`src/rtl/data_mem_stream_pkg.sv`:
```
// Shared types and constants for the data-memory burst reader.
package data_mem_stream_pkg;

  localparam int DEFAULT_WORD_W = 256;
  localparam int DEFAULT_ELEM_W = 16;
  localparam int DEFAULT_ADDR_W = 3;
  localparam int DEFAULT_DEPTH  = 6;
  localparam int ELEMS_PER_WORD = DEFAULT_WORD_W / DEFAULT_ELEM_W;
  localparam int IDX_W          = 4;

  typedef enum logic [1:0] {
    IDLE,
    FETCH,
    WAIT,
    STREAM
  } state_t;

  // A burst must start inside memory and cover between one and depth words.
  function automatic logic request_ok(input int ptr, input int count, input int depth);
    return (count >= 1) && (count <= depth) && (ptr < depth);
  endfunction

endpackage

```
`src/rtl/data_mem_stream_reader_if.sv`:
```
// Memory read port and element stream of the burst reader, bundled together.
interface data_mem_stream_reader_if
  import data_mem_stream_pkg::*;
#(
  parameter int WORD_W = DEFAULT_WORD_W,
  parameter int ELEM_W = DEFAULT_ELEM_W,
  parameter int ADDR_W = DEFAULT_ADDR_W
);

  logic [ADDR_W-1:0] mem_pointer;
  logic              mem_read;
  logic [WORD_W-1:0] mem_data;
  logic [ELEM_W-1:0] elem_out;
  logic              elem_valid;
  logic              elem_ready;
  logic              elem_last;

  modport master (
    output mem_pointer, mem_read, elem_out, elem_valid, elem_last,
    input  mem_data, elem_ready
  );

  modport slave (
    input  mem_pointer, mem_read, elem_out, elem_valid, elem_last,
    output mem_data, elem_ready
  );

endinterface

```
`src/rtl/word_serializer.sv`:
```
// Holds one memory word and presents it as a valid/ready stream of elements,
// lowest element first.
module word_serializer
  import data_mem_stream_pkg::*;
#(
  parameter int WORD_W = DEFAULT_WORD_W,
  parameter int ELEM_W = DEFAULT_ELEM_W
) (
  input  logic              clk,
  input  logic              reset,
  input  logic              load,
  input  logic              clear,
  input  logic [WORD_W-1:0] word,
  input  logic              ready,
  input  logic              last_word,
  output logic [ELEM_W-1:0] elem,
  output logic              valid,
  output logic              last,
  output logic              word_done
);

  logic [WORD_W-1:0] buffer;
  logic [IDX_W-1:0]  idx;
  logic              final_elem;

  assign final_elem = (idx == IDX_W'(ELEMS_PER_WORD - 1));
  assign word_done  = valid && ready && final_elem;
  assign elem       = buffer[int'(idx)*ELEM_W +: ELEM_W];
  assign last       = valid && last_word && final_elem;

  // Clear wins over load so an abort during WAIT leaves nothing to stream.
  always_ff @(posedge clk or negedge reset) begin
    if (!reset) begin
      buffer <= '0;
      idx    <= '0;
      valid  <= 1'b0;
    end else if (clear) begin
      idx   <= '0;
      valid <= 1'b0;
    end else if (load) begin
      buffer <= word;
      idx    <= '0;
      valid  <= 1'b1;
    end else if (valid && ready) begin
      idx <= idx + IDX_W'(1);
      if (final_elem) begin
        valid <= 1'b0;
      end
    end
  end

endmodule

```
`src/rtl/data_mem_stream_reader.sv`:
```
// Burst read engine: fetches consecutive words from data_mem and streams
// each one out as sixteen elements.
module data_mem_stream_reader
  import data_mem_stream_pkg::*;
#(
  parameter int WORD_W = DEFAULT_WORD_W,
  parameter int ELEM_W = DEFAULT_ELEM_W,
  parameter int ADDR_W = DEFAULT_ADDR_W,
  parameter int DEPTH  = DEFAULT_DEPTH
) (
  input  logic              clk,
  input  logic              reset,
  input  logic              start,
  input  logic [ADDR_W-1:0] start_ptr,
  input  logic [ADDR_W-1:0] word_count,
  input  logic              abort,
  output logic              busy,
  output logic              done,
  output logic              err,
  data_mem_stream_reader_if.master bus
);

  state_t            state;
  logic [ADDR_W-1:0] ptr;
  logic [ADDR_W-1:0] words_left;
  logic              mem_read_q;
  logic              load;
  logic              clear;
  logic              last_word;
  logic              word_done;

  assign load      = (state == WAIT);
  assign clear     = abort && (state != IDLE);
  assign last_word = (words_left == ADDR_W'(1));

  assign bus.mem_pointer = ptr;
  assign bus.mem_read    = mem_read_q;

  word_serializer #(
    .WORD_W(WORD_W),
    .ELEM_W(ELEM_W)
  ) u_serializer (
    .clk       (clk),
    .reset     (reset),
    .load      (load),
    .clear     (clear),
    .word      (bus.mem_data),
    .ready     (bus.elem_ready),
    .last_word (last_word),
    .elem      (bus.elem_out),
    .valid     (bus.elem_valid),
    .last      (bus.elem_last),
    .word_done (word_done)
  );

  // mem_read is raised on the edge that enters FETCH, so it is high for exactly
  // that one cycle and the pointer only moves when a new fetch begins.
  always_ff @(posedge clk or negedge reset) begin
    if (!reset) begin
      state      <= IDLE;
      ptr        <= '0;
      words_left <= '0;
      mem_read_q <= 1'b0;
      busy       <= 1'b0;
      done       <= 1'b0;
      err        <= 1'b0;
    end else begin
      done       <= 1'b0;
      mem_read_q <= 1'b0;
      if (clear) begin
        state      <= IDLE;
        busy       <= 1'b0;
        words_left <= '0;
      end else begin
        case (state)
          IDLE: begin
            if (start) begin
              if (request_ok(int'(start_ptr), int'(word_count), DEPTH)) begin
                ptr        <= start_ptr;
                words_left <= word_count;
                err        <= 1'b0;
                busy       <= 1'b1;
                mem_read_q <= 1'b1;
                state      <= FETCH;
              end else begin
                err <= 1'b1;
              end
            end
          end
          FETCH:  state <= WAIT;
          WAIT:   state <= STREAM;
          STREAM: begin
            if (word_done) begin
              if (last_word) begin
                words_left <= '0;
                busy       <= 1'b0;
                done       <= 1'b1;
                state      <= IDLE;
              end else begin
                words_left <= words_left - ADDR_W'(1);
                ptr        <= (ptr == ADDR_W'(DEPTH - 1)) ? '0 : ptr + ADDR_W'(1);
                mem_read_q <= 1'b1;
                state      <= FETCH;
              end
            end
          end
          default: state <= IDLE;
        endcase
      end
    end
  end

endmodule

```
`src/flat_wrapper.sv`:
```
// flat-port wrapper written by rule: the top's interface ports become plain ports
module data_mem_stream_reader_flat import data_mem_stream_pkg::*;
#(
  parameter int WORD_W = DEFAULT_WORD_W,
  parameter int ELEM_W = DEFAULT_ELEM_W,
  parameter int ADDR_W = DEFAULT_ADDR_W,
  parameter int DEPTH  = DEFAULT_DEPTH
)
  (clk, reset, start, start_ptr, word_count, abort, busy, done, err, bus_mem_pointer, bus_mem_read, bus_elem_out, bus_elem_valid, bus_elem_last, bus_mem_data, bus_elem_ready);
  data_mem_stream_reader_if #(.WORD_W(WORD_W), .ELEM_W(ELEM_W), .ADDR_W(ADDR_W)) bus_i ();
  input  logic clk;
  input  logic reset;
  input  logic start;
  input  logic [ADDR_W-1:0] start_ptr;
  input  logic [ADDR_W-1:0] word_count;
  input  logic abort;
  output logic busy;
  output logic done;
  output logic err;
  output wire logic [$bits(bus_i.mem_pointer)-1:0] bus_mem_pointer;
  output wire logic [$bits(bus_i.mem_read)-1:0] bus_mem_read;
  output wire logic [$bits(bus_i.elem_out)-1:0] bus_elem_out;
  output wire logic [$bits(bus_i.elem_valid)-1:0] bus_elem_valid;
  output wire logic [$bits(bus_i.elem_last)-1:0] bus_elem_last;
  input wire logic [$bits(bus_i.mem_data)-1:0] bus_mem_data;
  input wire logic [$bits(bus_i.elem_ready)-1:0] bus_elem_ready;
  assign bus_mem_pointer = bus_i.mem_pointer;
  assign bus_mem_read = bus_i.mem_read;
  assign bus_elem_out = bus_i.elem_out;
  assign bus_elem_valid = bus_i.elem_valid;
  assign bus_elem_last = bus_i.elem_last;
  assign bus_i.mem_data = bus_mem_data;
  assign bus_i.elem_ready = bus_elem_ready;
  data_mem_stream_reader #(.WORD_W(WORD_W), .ELEM_W(ELEM_W), .ADDR_W(ADDR_W), .DEPTH(DEPTH)) u_core (.clk(clk), .reset(reset), .start(start), .start_ptr(start_ptr), .word_count(word_count), .abort(abort), .busy(busy), .done(done), .err(err), .bus(bus_i));
endmodule
```
`config.mk`:
```
export PLATFORM = sky130hd
export DESIGN_NAME = data_mem_stream_reader_flat
export DESIGN_NICKNAME = d
export VERILOG_FILES = /design/src/rtl/data_mem_stream_pkg.sv /design/src/rtl/data_mem_stream_reader_if.sv /design/src/rtl/word_serializer.sv /design/src/rtl/data_mem_stream_reader.sv /design/src/flat_wrapper.sv
export SDC_FILE = /design/constraint.sdc
export NUM_CORES = 1
export LEC_CHECK = 0
export CELL_PAD_IN_SITES_DETAIL_PLACEMENT = 1
export CELL_PAD_IN_SITES_GLOBAL_PLACEMENT = 1
export CORE_MARGIN = 10
export CORE_UTILIZATION = 35
export DETAILED_ROUTE_END_ITERATION = 6
export HOLD_SLACK_MARGIN = 0.08
export MAX_ROUTING_LAYER = met4
export PLACE_DENSITY = 0.73
export SLEW_MARGIN = 20
export SYNTH_ARGS = -nofsm -noshare
export SYNTH_HDL_FRONTEND = slang
export SYNTH_SLANG_ARGS = --single-unit
```
`constraint.sdc`:
```
create_clock -name clk -period 4.7 [get_ports clk]
set_clock_uncertainty 0.05 [all_clocks]
set_input_delay 1.175 -clock clk [delete_from_list [all_inputs] [get_ports clk]]
set_output_delay 1.175 -clock clk [all_outputs]
set_load 0.02 [all_outputs]
```
; ---- Word level (Yosys, flattened, before mapping)
; Cells that the tools add are included.
[word_totals]
elab_cells = 94
out_inout_bits = 25
register_bits = 273
input_bits = 267
[classes]
reduce_logical = 20
bitwise_logic = 1
n_addsub = 3
muxes = 42
n_eq_ne = 14
n_shift = 1
order_cmp = 3
[op_table]
columns = op, n
row1 = $shiftx 256x9->16, 1
row2 = $mux 3, 10
row3 = $mux 1, 20
row4 = $mux 4, 3
row5 = $pmux 3 s2, 2
row6 = $ne 3x2->1 const B, 3
row7 = $reduce_bool 3->1, 3
row8 = $mux 2, 4
row9 = $pmux 2 s4, 1
row10 = $logic_and 1x1->1, 7
row11 = $ne 2x2->1 const B, 3
row12 = $reduce_and 3->1, 2
row13 = $reduce_and 6->1, 1
row14 = $reduce_and 5->1, 1
row15 = $add 4x1->4 const B, 1
row16 = $eq 2x2->1 const B, 2
row17 = $eq 4x4->1 const B, 1
row18 = $pmux 1 s2, 2
row19 = $reduce_and 2->1, 2
row20 = $reduce_and 4->1, 1
row21 = $reduce_bool 2->1, 2
row22 = $add 3x1->3 const B, 1
row23 = $eq 3x1->1 const B, 1
row24 = $eq 3x3->1 const B, 1
row25 = 9 further kinds, 9

; ---- Longest topological paths before layout
[depth]
ltp_word = 7
mapped_depth = 8
depth_no_buf = 6

; ---- Cells and area by module
; Synthesis repeated with hierarchy kept, for this count alone.
[unflattened]
hier_cells = 829
area_unflattened_um2 = 12570.8
[modules_own_cells]
columns = module, seq_area_each_um2, n_inst, cells_per_inst, area_each_um2
row1 = word_serializer, 6531.3, 1, 738, 11766.3
row2 = data_mem_stream_reader, 300.3, 1, 91, 804.5

; ---- Least setup slack after synthesis
; OpenSTA, ideal clock, no wires.
[synth_timing]
path_kind = register to output
from = register u_core.u_serializer.idx[0]
to = output port bus_elem_out[11]
t_arrival_ns = 1.765
path_slack_ns = 1.710
required_ns = 3.475
stages_incl_launch_ff = 5
n_path_buf = 2
cell_sequence = dfrtp_1 > buf_6 > buf_12 > mux4_1 > mux4_2
[synth_via]
elab_chain_len = 1
[synth_lines]
columns = item, line_no
row1 = start: declaration, word_serializer.sv:23  ; logic [IDX_W-1:0] idx;
row2 = start signal: assignment, word_serializer.sv:45  ; idx <= idx + IDX_W'(1);
row3 = $shiftx 256x9->16, word_serializer.sv:28  ; assign elem = buffer[int'(idx)*ELEM_W +: ELEM_W];
row4 = end: declaration, flat_wrapper.sv:22  ; output wire logic [$bits(bus_i.elem_out)-1:0] bus_elem_out;
; Every way passes these cells.

; ---- Final worst setup path
[layout_timing]
from = register u_core.u_serializer.idx[0]
to = output port bus_elem_out[15]
; Same word-level chain as after synthesis.

==> impl_metrics.py <==
metrics = {
    "floorplan": {
        "dieArea_mm2": 0.0436,
        "initial_core_util_pct": 35.3,
        "rows": 69,
        "io_pins": 292,
        "dieHeight_um": 209,
        "die_width_um": 209,
        "core_area_mm2": 0.0354,
    },
    "worst_hold_path": {
        "hold_start": "u_core.u_serializer.buffer[88]",
        "hold_class": "flip-flop to flip-flop",
        "min_to": "u_core.u_serializer.buffer[88]",
        "hold_depth": 1,
    },
    "synthesis": {
        "synth_ff_type": "dfrtp_1",
        "synth_nets": 1024,
        "seq_area_frac_synth_pct": 54.7,
        "synth_edf_count": 0,
        "yosysUniqueCellTypes": 49,
        "yosysWarnings": 0,
        "syn_inst": 750,
        "syn_avg_cell_area_um2": 16.7,
        "synth_area_mm2": 0.0125,
        "async_flop_share_pct": 100,
        "yosys_register_bits": 273,
    },
    "layout": {
        "regArea_mm2": 0.00684,
        "final_common_cell": "clkdlybuf4s50_1",
        "fin_nets": 1315,
        "layout_common_cells": "290 x clkdlybuf4s50_1, 271 x dfrtp_1, 256 x mux2_2",
        "multiInputGateArea_mm2": 0.00531,
        "layout-drive-gt1-share_pct": 36.9,
        "n_fill_cell": 3509,
        "syn2layout_area_growth_pct": 35.1,
    },
    "timing": {
        "holdWs_ns": 0.449,
        "worst_slew_pin_slew_ns": 0.998,
        "clock.fmax_mhz": 223,
        "setup_viol": 0,
        "post-route-min-period_ns": 4.49,
        "rsz0062_at_grt": "false",
        "fin_setup_tns_ns": 0,
        "period_share_pct": 95.5,
        "slew_violations": 0,
        "relSlewSlack_pct": 33.5,
        "hold_viol_final": 0,
    },
    "global_routing": {
        "first_global_vias": 9002,
        "track_usage_pct": 19.8,
        "grt_pass1_wl_mm": 62.7,
        "antenna_found_initial": 5,
        "grt_max_degree": 126,
        "overflow": 0,
    },
    "clock_network": {
        "cts_resized": 0,
        "postCtsSetupBuffers": 0,
        "clock-sinks": 273,
        "cts_tree": "done",
        "cts_buffers": 31,
        "cts_hold_buf": 0,
        "clockRootBuffer": "clkbuf_16",
        "clk_pin_slew_ns": 0.06,
        "cts.path.max_buffers": 3,
        "worstSkewPairLatency_ns": 0.55,
        "cts.htree.levels": 1,
    },
    "placed_design": {
        "port-buffer-count": 291,
        "place_congestion": 0.847,
        "post-dp-hpwl_mm": 33.3,
    },
    "worst_setup_path": {
        "required_ns": 3.47,
        "r2r-start": "u_core.state[0]",
        "path_max_fanout": 27,
        "worstSetupPathType": "flip-flop to output pin",
        "r2r-end": "u_core.u_serializer.buffer[10]",
        "worstPathArrival_ns": 3.26,
        "worstSetupStartpointType": "flip-flop",
        "crit_path_end_kind": "output pin",
        "r2r_slack_ns": 2.20,
        "r2r_cells": 7,
    },
    "status": {
        "status": "finished clean",
    },
    "drt": {
        "drtIter0Drc": 426,
        "wl_per_cell_um": 28.1,
        "detail_route.first_pass.iterations": 4,
        "ant_nets": 0,
        "drcViolationCount": 0,
        "vias": 8004,
        "wl_mm": 42.9,
        "routed_via_density": 5.24,
    },
    "pwr": {
        "p_leak_nw": 6.81,
        "peakVddDrop_mv": 0.314,
        "powerDensity_mw_per_mm2": 655,
    },
    "flow_run": {
        "drv_cap": 0,
    },
}
==> state kept, by name (all words and copies together) (netlist names) <==
register and cells:
u_core.done 1, u_core.bus.mem_pointer 3, u_core.state 2, u_core.u_serializer.idx 4, u_core.err 1, u_core.u_serializer.valid 1
u_core.bus.mem_read 1, u_core.busy 1, u_core.words_left 3, u_core.u_serializer.buffer 256
==> cell type report <==
type,instances,share of cell area (%)
clock buffer,42,5.14
sequential,273,40.5
antenna,4,0.0593
timing repair buffer,306,18.5
clock inverter,13,0.690
tap,461,3.42
multi-input combinational,419,31.5
inverter,10,0.222
==> per-stage QoR <==
stage	area, um^2	cells	utilization, %	worst slack [ns]	power [W]
finish	16900	1528	47.7	0.212	0.0111
CTS	16900	1524	47.6	0.155	0.0112
global placement	15900	1469	44.9	0.770	0.00863
global route	16900	1528	47.7	0.0841	0.0116
detailed placement	15900	1469	44.9	0.748	0.00877
floorplan	12500	750	-	1.71	0.00705
==> critical path, cell delays in order (launching register included) <==
cell,delay [ns]
dfrtp_4,0.66
buf_12,0.30
mux4_4,0.65
mux4_2,0.51
clkdlybuf4s50_1,0.57
==> cells by family after synthesis <==
| family | synth area share (%) |
|---|---|
| compound gates | 1.71 |
| xor+xnor | 0.210 |
| fa+ha+maj | 0.701 |
| buf+inv | 2.84 |
| flops | 54.7 |
| mux | 38.0 |
| simple gates | 1.84 |
==> report_power, final <==
group	total (W)	switching, W	internal [W]
Combinational	0.00419	0.00163	0.00257
Clock	0.00234	0.000995	0.00135
Sequential	0.00452	0.000966	0.00356
Total	0.0111	0.00359	0.00747
==> Yosys cell counts, types with 3 or more instances <==
library cell  instances  area [um^2]
a21oi_1               6         30.0
a22oi_1               3         22.5
buf_12                3         60.1
buf_2                31          155
buf_4                 3         22.5
buf_6                 3         33.8
clkbuf_1              6         22.5
dfrtp_1             273         6830
ha_1                  7         87.6
inv_1                10         37.5
mux2_2              256         2880
mux4_1               13          342
mux4_2               66         1490
nand2_1               7         26.3
nand3_1               5         25.0
nor2_1                4         15.0
nor2b_1               4         25.0
nor3_1                9         45.0
o21ai_0               3         15.0
xor2_1                3         26.3
==> layer usage <==
| metal | part of all wire [%] | up-vias | GRT usage (%) |
|---|---|---|---|
| met4 | 1.7 | 0 | 3.47 |
| li1 | - | 3453 | - |
| met5 | 0 | - | - |
| met2 | 48 | 254 | 31.2 |
| met3 | 6.2 | 42 | 4.41 |
| met1 | 45 | 4255 | 26.2 |
==> how the worst max path moves through the flow <==
stage          slack (ns)                        from               end
4_1_cts              0.16  u_core.u_serializer.idx[0]  bus_elem_out[15]
3_3_place_gp         0.77  u_core.u_serializer.idx[0]  bus_elem_out[15]
5_1_grt              0.08  u_core.u_serializer.idx[0]  bus_elem_out[15]
6_report             0.21  u_core.u_serializer.idx[0]  bus_elem_out[15]
2_1_floorplan        1.71  u_core.u_serializer.idx[0]  bus_elem_out[11]
3_5_place_dp         0.75  u_core.u_serializer.idx[0]  bus_elem_out[15]
No activity file was read; power rests on OpenSTA's default activity.
